### config.mk
export PLATFORM = sky130hd
export DESIGN_NAME = dac_src_sequencer
export DESIGN_NICKNAME = d
export VERILOG_FILES = /design/src/rtl/dac_seq_pkg.sv /design/src/rtl/gain_ramp.sv /design/src/rtl/dac_src_sequencer.sv
export SDC_FILE = /design/constraint.sdc
export NUM_CORES = 1
export LEC_CHECK = 0
export ABC_CLOCK_PERIOD_IN_PS = 5050
export BUFFER_PORTS_ARGS = -buffer_cell sky130_fd_sc_hd__buf_4
export CORE_ASPECT_RATIO = 0.9
export CORE_MARGIN = 2
export CORE_UTILIZATION = 55
export CTS_CLUSTER_DIAMETER = 100
export DETAILED_ROUTE_END_ITERATION = 8
export PLACE_DENSITY_LB_ADDON = 0.12
export SKIP_LAST_GASP = 1
export SYNTH_ARGS = -nofsm -noshare
export SYNTH_HDL_FRONTEND = slang
export SYNTH_SLANG_ARGS = --single-unit
### constraint.sdc
create_clock -name sys_clk -period 5.05 [get_ports sys_clk]
set_clock_uncertainty 0.2 [all_clocks]
set_input_delay 0.505 -clock sys_clk [delete_from_list [all_inputs] [get_ports sys_clk]]
set_output_delay 0.505 -clock sys_clk [all_outputs]
set_load 0.01 [all_outputs]
### src/rtl/dac_seq_pkg.sv
// Shared definitions for the DAC source sequencer.
// Contents: sequencer state enum, DAC source mux encodings, and the default
// values of the RAMP_STEP / HOLD_CE parameters.
package dac_seq_pkg;

  typedef enum logic [1:0] {
    StIdle   = 2'd0,
    StRampDn = 2'd1,
    StHold   = 2'd2,
    StRampUp = 2'd3
  } seq_state_e;

  // DAC source mux select encodings
  localparam logic [1:0] SRC_DOWN = 2'd0;  // downsampled path
  localparam logic [1:0] SRC_UP   = 2'd1;  // upsampled path
  localparam logic [1:0] SRC_ADC  = 2'd2;  // raw ADC
  localparam logic [1:0] SRC_ZERO = 2'd3;  // constant zero

  localparam int unsigned RAMP_STEP_DEF = 4;
  localparam int unsigned HOLD_CE_DEF   = 16;

endpackage

### src/rtl/gain_ramp.sv
// Saturating step-toward-target arithmetic for the gain ramp.
// Ports:
//   cur  - current gain
//   tgt  - ramp target
//   step - maximum change per step
//   en   - perform a step this cycle; otherwise next = cur
//   next - cur moved toward tgt by min(step, |tgt - cur|), never past tgt
module gain_ramp (
  input  logic [7:0] cur,
  input  logic [7:0] tgt,
  input  logic [7:0] step,
  input  logic       en,
  output logic [7:0] next
);

  logic       up;
  logic [7:0] diff;
  logic [7:0] delta;

  always_comb begin
    up    = tgt > cur;
    diff  = up ? (tgt - cur) : (cur - tgt);
    // Clamping the step to the remaining distance rules out overshoot and wrap
    delta = (step < diff) ? step : diff;
    next  = cur;
    if (en) begin
      next = up ? (cur + delta) : (cur - delta);
    end
  end

endmodule

### src/rtl/dac_src_sequencer.sv
// DAC source/gain sequencer. Changes the DAC source glitch-free by ramping the
// gain to zero, swapping the source mux while muted, holding for HOLD_CE
// upsampler strobes, then ramping up to the requested gain. A request for the
// current source just ramps the gain (either direction) to the new target.
// Ramp and hold timing advance only on ce_up.
//
// Ports:
//   sys_clk   - clock, rising edge
//   rst       - synchronous active-high reset
//   ce_up     - upsampler ce_out strobe
//   req_valid - configuration request present
//   req_ready - request can be accepted (IDLE only)
//   req_src   - requested source (SRC_DOWN/SRC_UP/SRC_ADC/SRC_ZERO)
//   req_gain  - requested target gain
//   gain      - gain applied to the datapath
//   src_sel   - source mux select applied
//   busy      - sequencer not idle
//   done      - one-cycle pulse on request completion
//
// Build option: DAC_SEQ_RAMP_EN. When defined the gain moves by RAMP_STEP per
// strobe; when undefined each ramp jumps straight to its target on its first
// strobe.
module dac_src_sequencer
  import dac_seq_pkg::*;
#(
  parameter int unsigned RAMP_STEP = RAMP_STEP_DEF,
  parameter int unsigned HOLD_CE   = HOLD_CE_DEF
) (
  input  logic       sys_clk,
  input  logic       rst,
  input  logic       ce_up,
  input  logic       req_valid,
  output logic       req_ready,
  input  logic [1:0] req_src,
  input  logic [7:0] req_gain,
  output logic [7:0] gain,
  output logic [1:0] src_sel,
  output logic       busy,
  output logic       done
);

  localparam logic [7:0] StepCfg  = 8'(RAMP_STEP);
  localparam logic [7:0] HoldLast = 8'(HOLD_CE - 1);

`ifdef DAC_SEQ_RAMP_EN
  localparam logic [7:0] StepVal = StepCfg;
`else
  // A step of 255 always covers the full remaining difference
  localparam logic [7:0] StepVal = StepCfg | 8'hFF;
`endif

  seq_state_e state_q, state_d;
  logic [7:0] gain_q, gain_d;
  logic [1:0] src_sel_q, src_sel_d;
  logic [1:0] src_lat_q, src_lat_d;
  logic [7:0] tgt_q, tgt_d;
  logic [7:0] hold_cnt_q, hold_cnt_d;
  logic       done_q, done_d;

  logic       ramp_en;
  logic [7:0] ramp_tgt;
  logic [7:0] ramp_next;

  // RAMP_DN always heads for zero; RAMP_UP heads for the latched target
  assign ramp_tgt = (state_q == StRampDn) ? 8'd0 : tgt_q;
  assign ramp_en  = ce_up && ((state_q == StRampDn) || (state_q == StRampUp));

  gain_ramp u_gain_ramp (
    .cur  (gain_q),
    .tgt  (ramp_tgt),
    .step (StepVal),
    .en   (ramp_en),
    .next (ramp_next)
  );

  always_comb begin
    state_d    = state_q;
    gain_d     = gain_q;
    src_sel_d  = src_sel_q;
    src_lat_d  = src_lat_q;
    tgt_d      = tgt_q;
    hold_cnt_d = hold_cnt_q;
    done_d     = 1'b0;

    unique case (state_q)
      StIdle: begin
        if (req_valid) begin
          src_lat_d = req_src;
          tgt_d     = req_gain;
          state_d   = (req_src == src_sel_q) ? StRampUp : StRampDn;
        end
      end
      StRampDn: begin
        if (gain_q == 8'd0) begin
          // Swap the source only while muted
          state_d    = StHold;
          src_sel_d  = src_lat_q;
          hold_cnt_d = 8'd0;
        end else begin
          gain_d = ramp_next;
        end
      end
      StHold: begin
        if (ce_up) begin
          if (hold_cnt_q == HoldLast) begin
            state_d = StRampUp;
          end else begin
            hold_cnt_d = hold_cnt_q + 8'd1;
          end
        end
      end
      StRampUp: begin
        if (gain_q == tgt_q) begin
          state_d = StIdle;
          done_d  = 1'b1;
        end else begin
          gain_d = ramp_next;
        end
      end
      default: state_d = StIdle;
    endcase
  end

  always_ff @(posedge sys_clk) begin
    if (rst) begin
      state_q    <= StIdle;
      gain_q     <= 8'd0;
      src_sel_q  <= SRC_DOWN;
      src_lat_q  <= SRC_DOWN;
      tgt_q      <= 8'd0;
      hold_cnt_q <= 8'd0;
      done_q     <= 1'b0;
    end else begin
      state_q    <= state_d;
      gain_q     <= gain_d;
      src_sel_q  <= src_sel_d;
      src_lat_q  <= src_lat_d;
      tgt_q      <= tgt_d;
      hold_cnt_q <= hold_cnt_d;
      done_q     <= done_d;
    end
  end

  assign req_ready = (state_q == StIdle);
  assign busy      = (state_q != StIdle);
  assign gain      = gain_q;
  assign src_sel   = src_sel_q;
  assign done      = done_q;

endmodule

==> impl_metrics.yaml, run 1 <==
yosys:
  yosys_most_used_dff: "dfxtp_1"
  synth_common_cells: "nand2_1, dfxtp_1, a21oi_1, ha_1, inv_1"
  yosysMostFrequentCell: "nand2_1"
  ys_ff_latch: 31
  yosysWarnings: 0
  yosysSeqAreaShare_pct: 23.4
  yosysTopAreaCellShare_pct: 23.4
  post-synth-top-area-cell: "dfxtp_1"
  synthArstFlopShare_pct: 0
  synth_area_leaders: "dfxtp_1, ha_1, nand2_1"
  ys_types: 50
  syn_area_um2: 2650
  synth_edf_count: 0
  synth.avg_cell_area_um2: 7.85
  synth_nets: 382
  syn-instance-count: 338
floorplanning:
  core-area_um2: 4550
  rows: 23
  die-height_um: 69.9
  die_w_um: 77.2
  ioPinCount: 27
  start_util_pct: 58.4
  die_area_um2: 5400
global_route:
  grt-ovfl-total: 0
  grt_first_pass_wirelength_um: 10700
  grt_pass1_vias: 2272
  grt_max_degree: 29
  track_usage_pct: 24.1
  antenna_found_initial: 0
setup_path:
  path_cells: "inv_2 > ha_4 > inv_2 > nand2_1 > inv_1 > ha_2 > a21oi_4 > o21ai_2 > o22ai_4 > mux2i_1 > ha_1 > nand2_1 > o311a_1 > a211o_1 > xnor2_1 > ha_1 > a21oi_1 > a31oi_1 > xnor2_1 > xnor2_1 > mux2i_1 > nand4_1"
  cp.arrival_ps: 4700
  crit_path_frequent_cell: "xnor2_1"
  criticalPathCategory: "reg -> reg"
  critical_path.max_stage_delay_ps: 390
  required_ps: 5010
  startpoint_type: "flop"
  endpoint_kind: "flop"
  slowest_stage: "o311a_1"
  crit_path_max_fanout: 9
route:
  ant_nets: 0
  routed_wl_um: 6310
  via_per_inst: 5.66
  num_vias: 2440
  drc: 0
  drt_pre_antenna_iters: 4
  drt-wirelength-per-cell_um: 14.6
  drtIter0Drc: 250
timing:
  max_freq_mhz: 211
  setup_viol: 0
  slew-limit-headroom_pct: 39.3
  timing.final.max_slew_violations: 0
  fin_tns_setup_ps: 0
  hold_violations: 0
  period_minus_slack_ps: 4740
  tightest_slew_ps: 910
  post-route-period-util_pct: 93.9
cells_and_area:
  antenna_cells: 0
  fill_cells: 429
  drive_above_1_share_pct: 16.0
  syn_to_final_growth_pct: 16.7
  final_nets: 412
  stdcell_area_um2: 3100
run_status:
  status: "finished clean"
place:
  hpwl_um: 4890
  dpl_cell_area_um2: 2900
  place.port_buffers: 26
  gp_congestion: 0.940
clock_network:
  cts-root-buf: "clkbuf_8"
  clockBufferDepth: 2
  clock_latency_ps: 280
  cts_tree: "yes"
  htreeDepth: 2
  clkSinkCount: 31
  cts.clk_slew.worst_paths_ps: 70
  cts-buffers-inserted: 5
hold_path:
  hold_class: "reg -> reg"
job:
  max_cap_violations: 0
==> state kept, by name, summed over array words and instances, names as in the netlist <==
name / count
src_sel: 2
gain: 8
state_q: 2
src_lat_q: 2
hold_cnt_q: 8
done: 1
tgt_q: 8
==> per-layer routing <==
layer,part of all wire (%),wire length (um),global-route usage [%]
met2,45,2830,36.7
met5,0,0,0
met1,47,2990,35.3
met3,6.6,416,4.52
met4,1.1,69,5.75
==> worst max-delay path, delay by kind of cell (launching register included) <==
kind | cells | cell delay, ps
buffers and inverters | 3 | 270
flip-flops | 1 | 380
adder cells (fa/ha/maj) | 4 | 1040
multiplexers | 2 | 490
XOR/XNOR | 3 | 550
AO/OA/AOI/OAI | 7 | 1390
AND/OR/NAND/NOR | 3 | 290
==> cell usage in the layout, fill, tap and decap left out, types with 2 or more instances in the layout <==
| master | count |
|---|---|
| a211oi_1 | 4 |
| a21o_1 | 6 |
| a21oi_1 | 28 |
| a21oi_2 | 2 |
| a21oi_4 | 3 |
| a31oi_1 | 6 |
| and2_1 | 4 |
| buf_4 | 32 |
| clkbuf_8 | 6 |
| dfxtp_1 | 31 |
| fa_1 | 2 |
| ha_1 | 23 |
| ha_2 | 2 |
| ha_4 | 2 |
| inv_1 | 24 |
| inv_2 | 2 |
| mux2i_1 | 8 |
| nand2_1 | 56 |
| nand2b_1 | 2 |
| nand3_1 | 5 |
| nand3b_1 | 3 |
| nand4_1 | 6 |
| nor2_1 | 21 |
| nor2b_1 | 3 |
| nor3_1 | 8 |
| nor4_1 | 7 |
| o2111ai_1 | 2 |
| o211ai_1 | 2 |
| o21ai_0 | 2 |
| o21ai_1 | 5 |
| o21bai_1 | 3 |
| o311a_1 | 3 |
| or3_1 | 2 |
| xnor2_1 | 14 |
| xor2_1 | 21 |
==> cell families (layout without fill, tap and decap cells) <==
family / count (synthesis) / after routing / synth area share (%)
simple gates: 124 / 124 / 21.8
compound gates: 73 / 73 / 18.5
xor+xnor: 36 / 36 / 12.2
buf+inv: 35 / 66 / 5.75
flops: 31 / 31 / 23.4
fa+ha+maj: 30 / 30 / 15.0
mux: 9 / 9 / 3.44
==> through the flow <==
stage                     utilization (%)  setup slack (ps)  hold WS (ps)  cells
after CTS                            66.4               146           258    429
after floorplan                         -               377           236    338
after detailed placement             63.8               166           249    421
after global placement               63.8               207           244    421
final                                68.1               310           254    431
after global routing                 68.1             -53.4           265    431
==> layout make-up <==
cell class | instances | area [um^2] | area share, %
clock buffer | 6 | 82.6 | 2.67
clock inverter | 2 | 35.0 | 1.13
inverter | 26 | 97.6 | 3.15
multi-input combinational | 272 | 1940 | 62.7
sequential | 31 | 621 | 20.0
tap | 62 | 77.6 | 2.51
timing repair buffer | 32 | 240 | 7.76
==> timing repair <==
item                                    in CTS  in global routing
endpoints found under the setup margin       0                  1
gates resized for setup                      0                 14
buffers inserted                             0                  2
hold buffers                                 0                  0
==> worst paths after layout <==
kind,startpoint,end,slack [ps],cells after the start
worst max-delay path,state_q[1],gain[7],310,22
worst min-delay path,src_lat_q[1],src_lat_q[1],250,2
worst max register to register,state_q[1],gain[7],310,22
worst min register to register,src_lat_q[1],src_lat_q[1],250,2
Power of run 1 is not shown: default switching activity piles up to over one toggle a cycle in this logic, so the estimate is an artifact.
==> run 2: changes to the inputs <==
--- a/constraint.sdc
+++ b/constraint.sdc
@@ -3,3 +3,3 @@
 set_input_delay 0.505 -clock sys_clk [delete_from_list [all_inputs] [get_ports sys_clk]]
 set_output_delay 0.505 -clock sys_clk [all_outputs]
-set_load 0.01 [all_outputs]
+set_load 0.1 [all_outputs]
==> run 2 against run 1 <==
  * Critical endpoint unchanged
  * First-iteration DRC count shrank 26%
  * Utilization shrank 0.14 points
  * Highest routed layer unchanged
  * Wire length grew 0.13%
==> impl_metrics.yaml, run 2 (synthesized netlist as in run 1, its figures left out) <==
setup_path:
  criticalPathCategory: "reg -> reg"
  endpoint_kind: "flop"
  r2r_start: "state_q[0]"
  crit_path_start: "state_q[0]"
  rrSetupSlack_ps: 300
  crit_path_max_fanout: 9
  cp.arrival_ps: 4710
  startpoint_type: "flop"
  r2r_end: "gain[7]"
  rr_worst_depth: 20
  required_ps: 5010
  endpoint: "gain[7]"
route:
  via_per_inst: 5.61
  drtIter0Drc: 186
  routed_wl_um: 6310
  num_vias: 2420
  drt-wirelength-per-cell_um: 14.6
  drc: 0
  drt_pre_antenna_iters: 5
  ant_nets: 0
timing:
  setup_slack_ps: 297
  rsz0062_at_grt: "false"
  setup_viol: 0
  fin_tns_setup_ps: 0
  timing.final.max_slew_violations: 0
  period_minus_slack_ps: 4750
  hold_violations: 0
  slew-limit-headroom_pct: 36.5
  post-route-period-util_pct: 94.1
  tightest_slew_ps: 951
  max_freq_mhz: 210
floorplanning:
  start_util_pct: 58.4
  die_area_um2: 5400
  rows: 23
  die-height_um: 69.9
  ioPinCount: 27
  core-area_um2: 4550
  die_w_um: 77.2
clock_network:
  cts-buffers-inserted: 5
  cts_tree: "yes"
  cts-root-buf: "clkbuf_8"
  clock_latency_ps: 280
  clkSinkCount: 31
  hold_buffers: 0
  htreeDepth: 2
  clockBufferDepth: 2
  cts.clk_slew.worst_paths_ps: 70
place:
  place_inst: 421
  pre_cts_ws_ps: 63.0
  gp_congestion: 0.952
  place.port_buffers: 26
  hpwl_um: 4940
cells_and_area:
  fill_cells: 409
  final_nets: 412
  drive_above_1_share_pct: 16.8
  final_cells: 431
  mostFrequentLayoutCell: "nand2_1"
  final_cell_mix: "nand2_1, buf_4, dfxtp_1"
  syn_to_final_growth_pct: 16.5
  antenna_cells: 0
global_route:
  grt_pass1_vias: 2321
  antenna_found_initial: 0
  grt_max_degree: 29
  grt-ovfl-total: 0
  track_usage_pct: 24.1
  grt_first_pass_wirelength_um: 10600
job:
  max_cap_violations: 0
run_status:
  status: "finished clean"
hold_path:
  hold_class: "reg -> reg"
-- run 2: cell counts in the layout (fill, tap and decap cells not counted) --
Identical to the previous run, type by type.
-- run 2: worst max-delay path, stage by stage (launching register included) --
cell and delay (ps):
dfxtp_1 410, ha_4 190, inv_2 80, nand2_1 100, inv_1 50, ha_2 470
nand4_2 190, o22ai_4 310, mux2i_1 230, ha_1 200, nand2_1 110, o311a_1 360
a211o_1 290, xnor2_1 140, ha_1 310, a21oi_1 150, a31oi_1 70, xnor2_1 270
xnor2_2 170, mux2i_1 220, nand4_1 110
-- run 2: repair_timing --
action | in CTS | in global routing
setup buffers | 0 | 2
endpoints found under the setup margin | 0 | 1
resized for setup | 0 | 13
-- run 2: worst min-delay path by stage --
stage / startpoint / end / cells after the start
floorplan: src_lat_q[0] / src_lat_q[0] / 2
global placement: src_lat_q[0] / src_lat_q[0] / 2
detailed placement: src_lat_q[1] / src_lat_q[1] / 2
CTS: src_lat_q[1] / src_lat_q[1] / 2
global route: req_gain[7] / tgt_q[7] / 3
finish: src_lat_q[1] / src_lat_q[1] / 2
-- run 2: final cells by class --
cell class | instances | area (um^2) | share of cell area (%)
repair buffers | 32 | 240 | 7.77
clock inverters | 2 | 35.0 | 1.13
multi-input cells | 272 | 1930 | 62.6
inverters | 26 | 97.6 | 3.16
clock buffers | 6 | 82.6 | 2.67
well taps | 62 | 77.6 | 2.51
flip-flops and latches | 31 | 623 | 20.2
-- run 2: metal layers --
metal	vias to the layer above	GRT usage, %	routed length, um
met5	-	0	0
met2	73	38.5	2810
met1	1107	33.6	3050
met4	0	6.15	110
li1	1225	-	-
met3	15	4.39	343
-- run 2: through the flow --
| stage | hold slack, ps | instance area [um^2] | utilization [%] |
|---|---|---|---|
| 3_5_place_dp | 250 | 2900 | 63.9 |
| 4_1_cts | 260 | 3020 | 66.5 |
| 6_report | 257 | 3090 | 68.0 |
| 5_1_grt | 258 | 3090 | 68.0 |
| 2_1_floorplan | 236 | 2660 | - |
| 3_3_place_gp | 244 | 2900 | 63.9 |
Power of run 2 is left out for the same reason.
==> run 3: changes to the inputs <==
- CORE_MARGIN: 2 -> unset
- PLACE_DENSITY: unset -> 0.75
- PLACE_DENSITY_LB_ADDON: 0.12 -> unset
==> run 3 against run 2 <==
  * Die area is 5.4% lower
  * Wire length hardly changed
  * Via count is 0.12% lower
  * Hold slack worse by 0.91 ps
  * Register-to-register slack hardly changed
  * Setup slack better by 3.5 ps
  * Utilization is 0.85 points lower
  * Largest cell class unchanged
==> impl_metrics.yaml, run 3 (synthesized netlist as in run 1, its figures left out) <==
timing:
  hold_violations: 0
  tightest_slew_ps: 534
  post-route-period-util_pct: 94.1
  fin_tns_setup_ps: 0
  rsz0062_at_grt: "false"
  max_freq_mhz: 211
  fin_hold_ws_ps: 257
  setup_viol: 0
  period_minus_slack_ps: 4750
  slew-limit-headroom_pct: 64.3
  timing.final.max_slew_violations: 0
floorplanning:
  die_area_um2: 5110
  die_w_um: 75.2
  start_util_pct: 58.4
  die-height_um: 67.9
  ioPinCount: 27
  core-area_um2: 4550
  rows: 23
global_route:
  busiest_layer: "met2"
  grt_max_degree: 29
  grt-ovfl-total: 0
  gr-usage-met2_pct: 42.1
  track_usage_pct: 25.5
  antenna_found_initial: 0
  grt_util_met3_pct: 3.98
  grt_first_pass_wirelength_um: 9800
  grt_pass1_vias: 2119
  grtUsageMet1_pct: 34.4
clock_network:
  cts-root-buf: "clkbuf_8"
  clkSinkCount: 31
  postCtsSetupBuffers: 0
  cts.clk_slew.worst_paths_ps: 70
  cts-buffers-inserted: 5
  htreeDepth: 2
  clockBufferDepth: 2
  cts_tree: "yes"
  clock_latency_ps: 280
setup_path:
  crit_path_max_fanout: 9
  r2r_start: "state_q[1]"
  rr_worst_depth: 22
  crit_path_start: "state_q[1]"
  cp.arrival_ps: 4710
  startpoint_type: "flop"
  rrSetupSlack_ps: 300
  criticalPathCategory: "reg -> reg"
  endpoint_kind: "flop"
  r2r_end: "gain[7]"
  endpoint: "gain[7]"
  required_ps: 5010
cells_and_area:
  antenna_cells: 0
  final_cell_mix: "nand2_1, dfxtp_1, buf_4"
  final_nets: 409
  drive_above_1_share_pct: 15.6
  post-route-util_pct: 67.1
  mostFrequentLayoutCell: "nand2_1"
  syn_to_final_growth_pct: 15.0
  stdcell_area_um2: 3050
run_status:
  status: "finished clean"
place:
  hpwl_um: 4730
  place.port_buffers: 26
  gp_congestion: 0.899
  dpl_cell_area_um2: 2900
route:
  drc: 0
  drt_pre_antenna_iters: 4
  routed_wl_um: 6320
  ant_nets: 0
  drtIter0Drc: 164
  via_per_inst: 5.65
  drt-wirelength-per-cell_um: 14.8
  num_vias: 2417
job:
  max_cap_violations: 0
hold_path:
  hold_class: "reg -> reg"
## run 3: changes by cell type in the layout (fill, tap and decap cells not counted), sizes merged
cell / change
buf: -3
## run 3: worst max-delay path: stages, from the launching register on
cell,delay [ps]
dfxtp_1,330
inv_1,100
ha_2,230
inv_2,100
nand2_1,110
ha_1,180
inv_1,50
fa_2,380
nand3_2,100
a21oi_2,80
o22ai_4,150
mux2i_1,370
xor2_2,190
o311a_1,360
a211o_1,280
xnor2_1,130
ha_1,310
a21oi_1,150
a31oi_1,70
xnor2_1,150
xnor2_1,280
mux2i_1,230
nand4_1,90
## run 3: how the worst min path moves through the flow
stage,from,endpoint,depth (start not counted)
2_1_floorplan,src_lat_q[0],src_lat_q[0],2
3_3_place_gp,src_lat_q[1],src_lat_q[1],2
3_5_place_dp,src_lat_q[1],src_lat_q[1],2
4_1_cts,src_lat_q[1],src_lat_q[1],2
5_1_grt,req_gain[1],tgt_q[1],3
6_report,src_lat_q[1],src_lat_q[1],2
## run 3: final cells by class
type	instances	area (um^2)
Clock inverter	2	35.0
Clock buffer	6	82.6
Sequential cell	31	623
Tap cell	62	77.6
Timing Repair Buffer	29	218
Fill cell	424	1500
Inverter	26	97.6
Multi-Input combinational cell	272	1920
## run 3: routing by layer
| layer | routed length [um] | part of all wire [%] | vias to the layer above |
|---|---|---|---|
| met3 | 246 | 3.9 | 4 |
| met4 | 36 | 0.57 | 0 |
| met5 | 0 | 0 | - |
| met2 | 2990 | 47 | 61 |
| li1 | - | - | 1222 |
| met1 | 3050 | 48 | 1130 |
## run 3: stage by stage
step	std cells	setup slack, ps
2_1_floorplan	338	80.4
3_3_place_gp	420	371
3_5_place_dp	420	216
4_1_cts	428	182
5_1_grt	428	2.12
6_report	428	300
## run 3: timing repair
item,in CTS,in global routing
hold buffers,0,0
resized for setup,0,10
setup endpoints to repair,0,1
Power of run 3 is left out for the same reason.
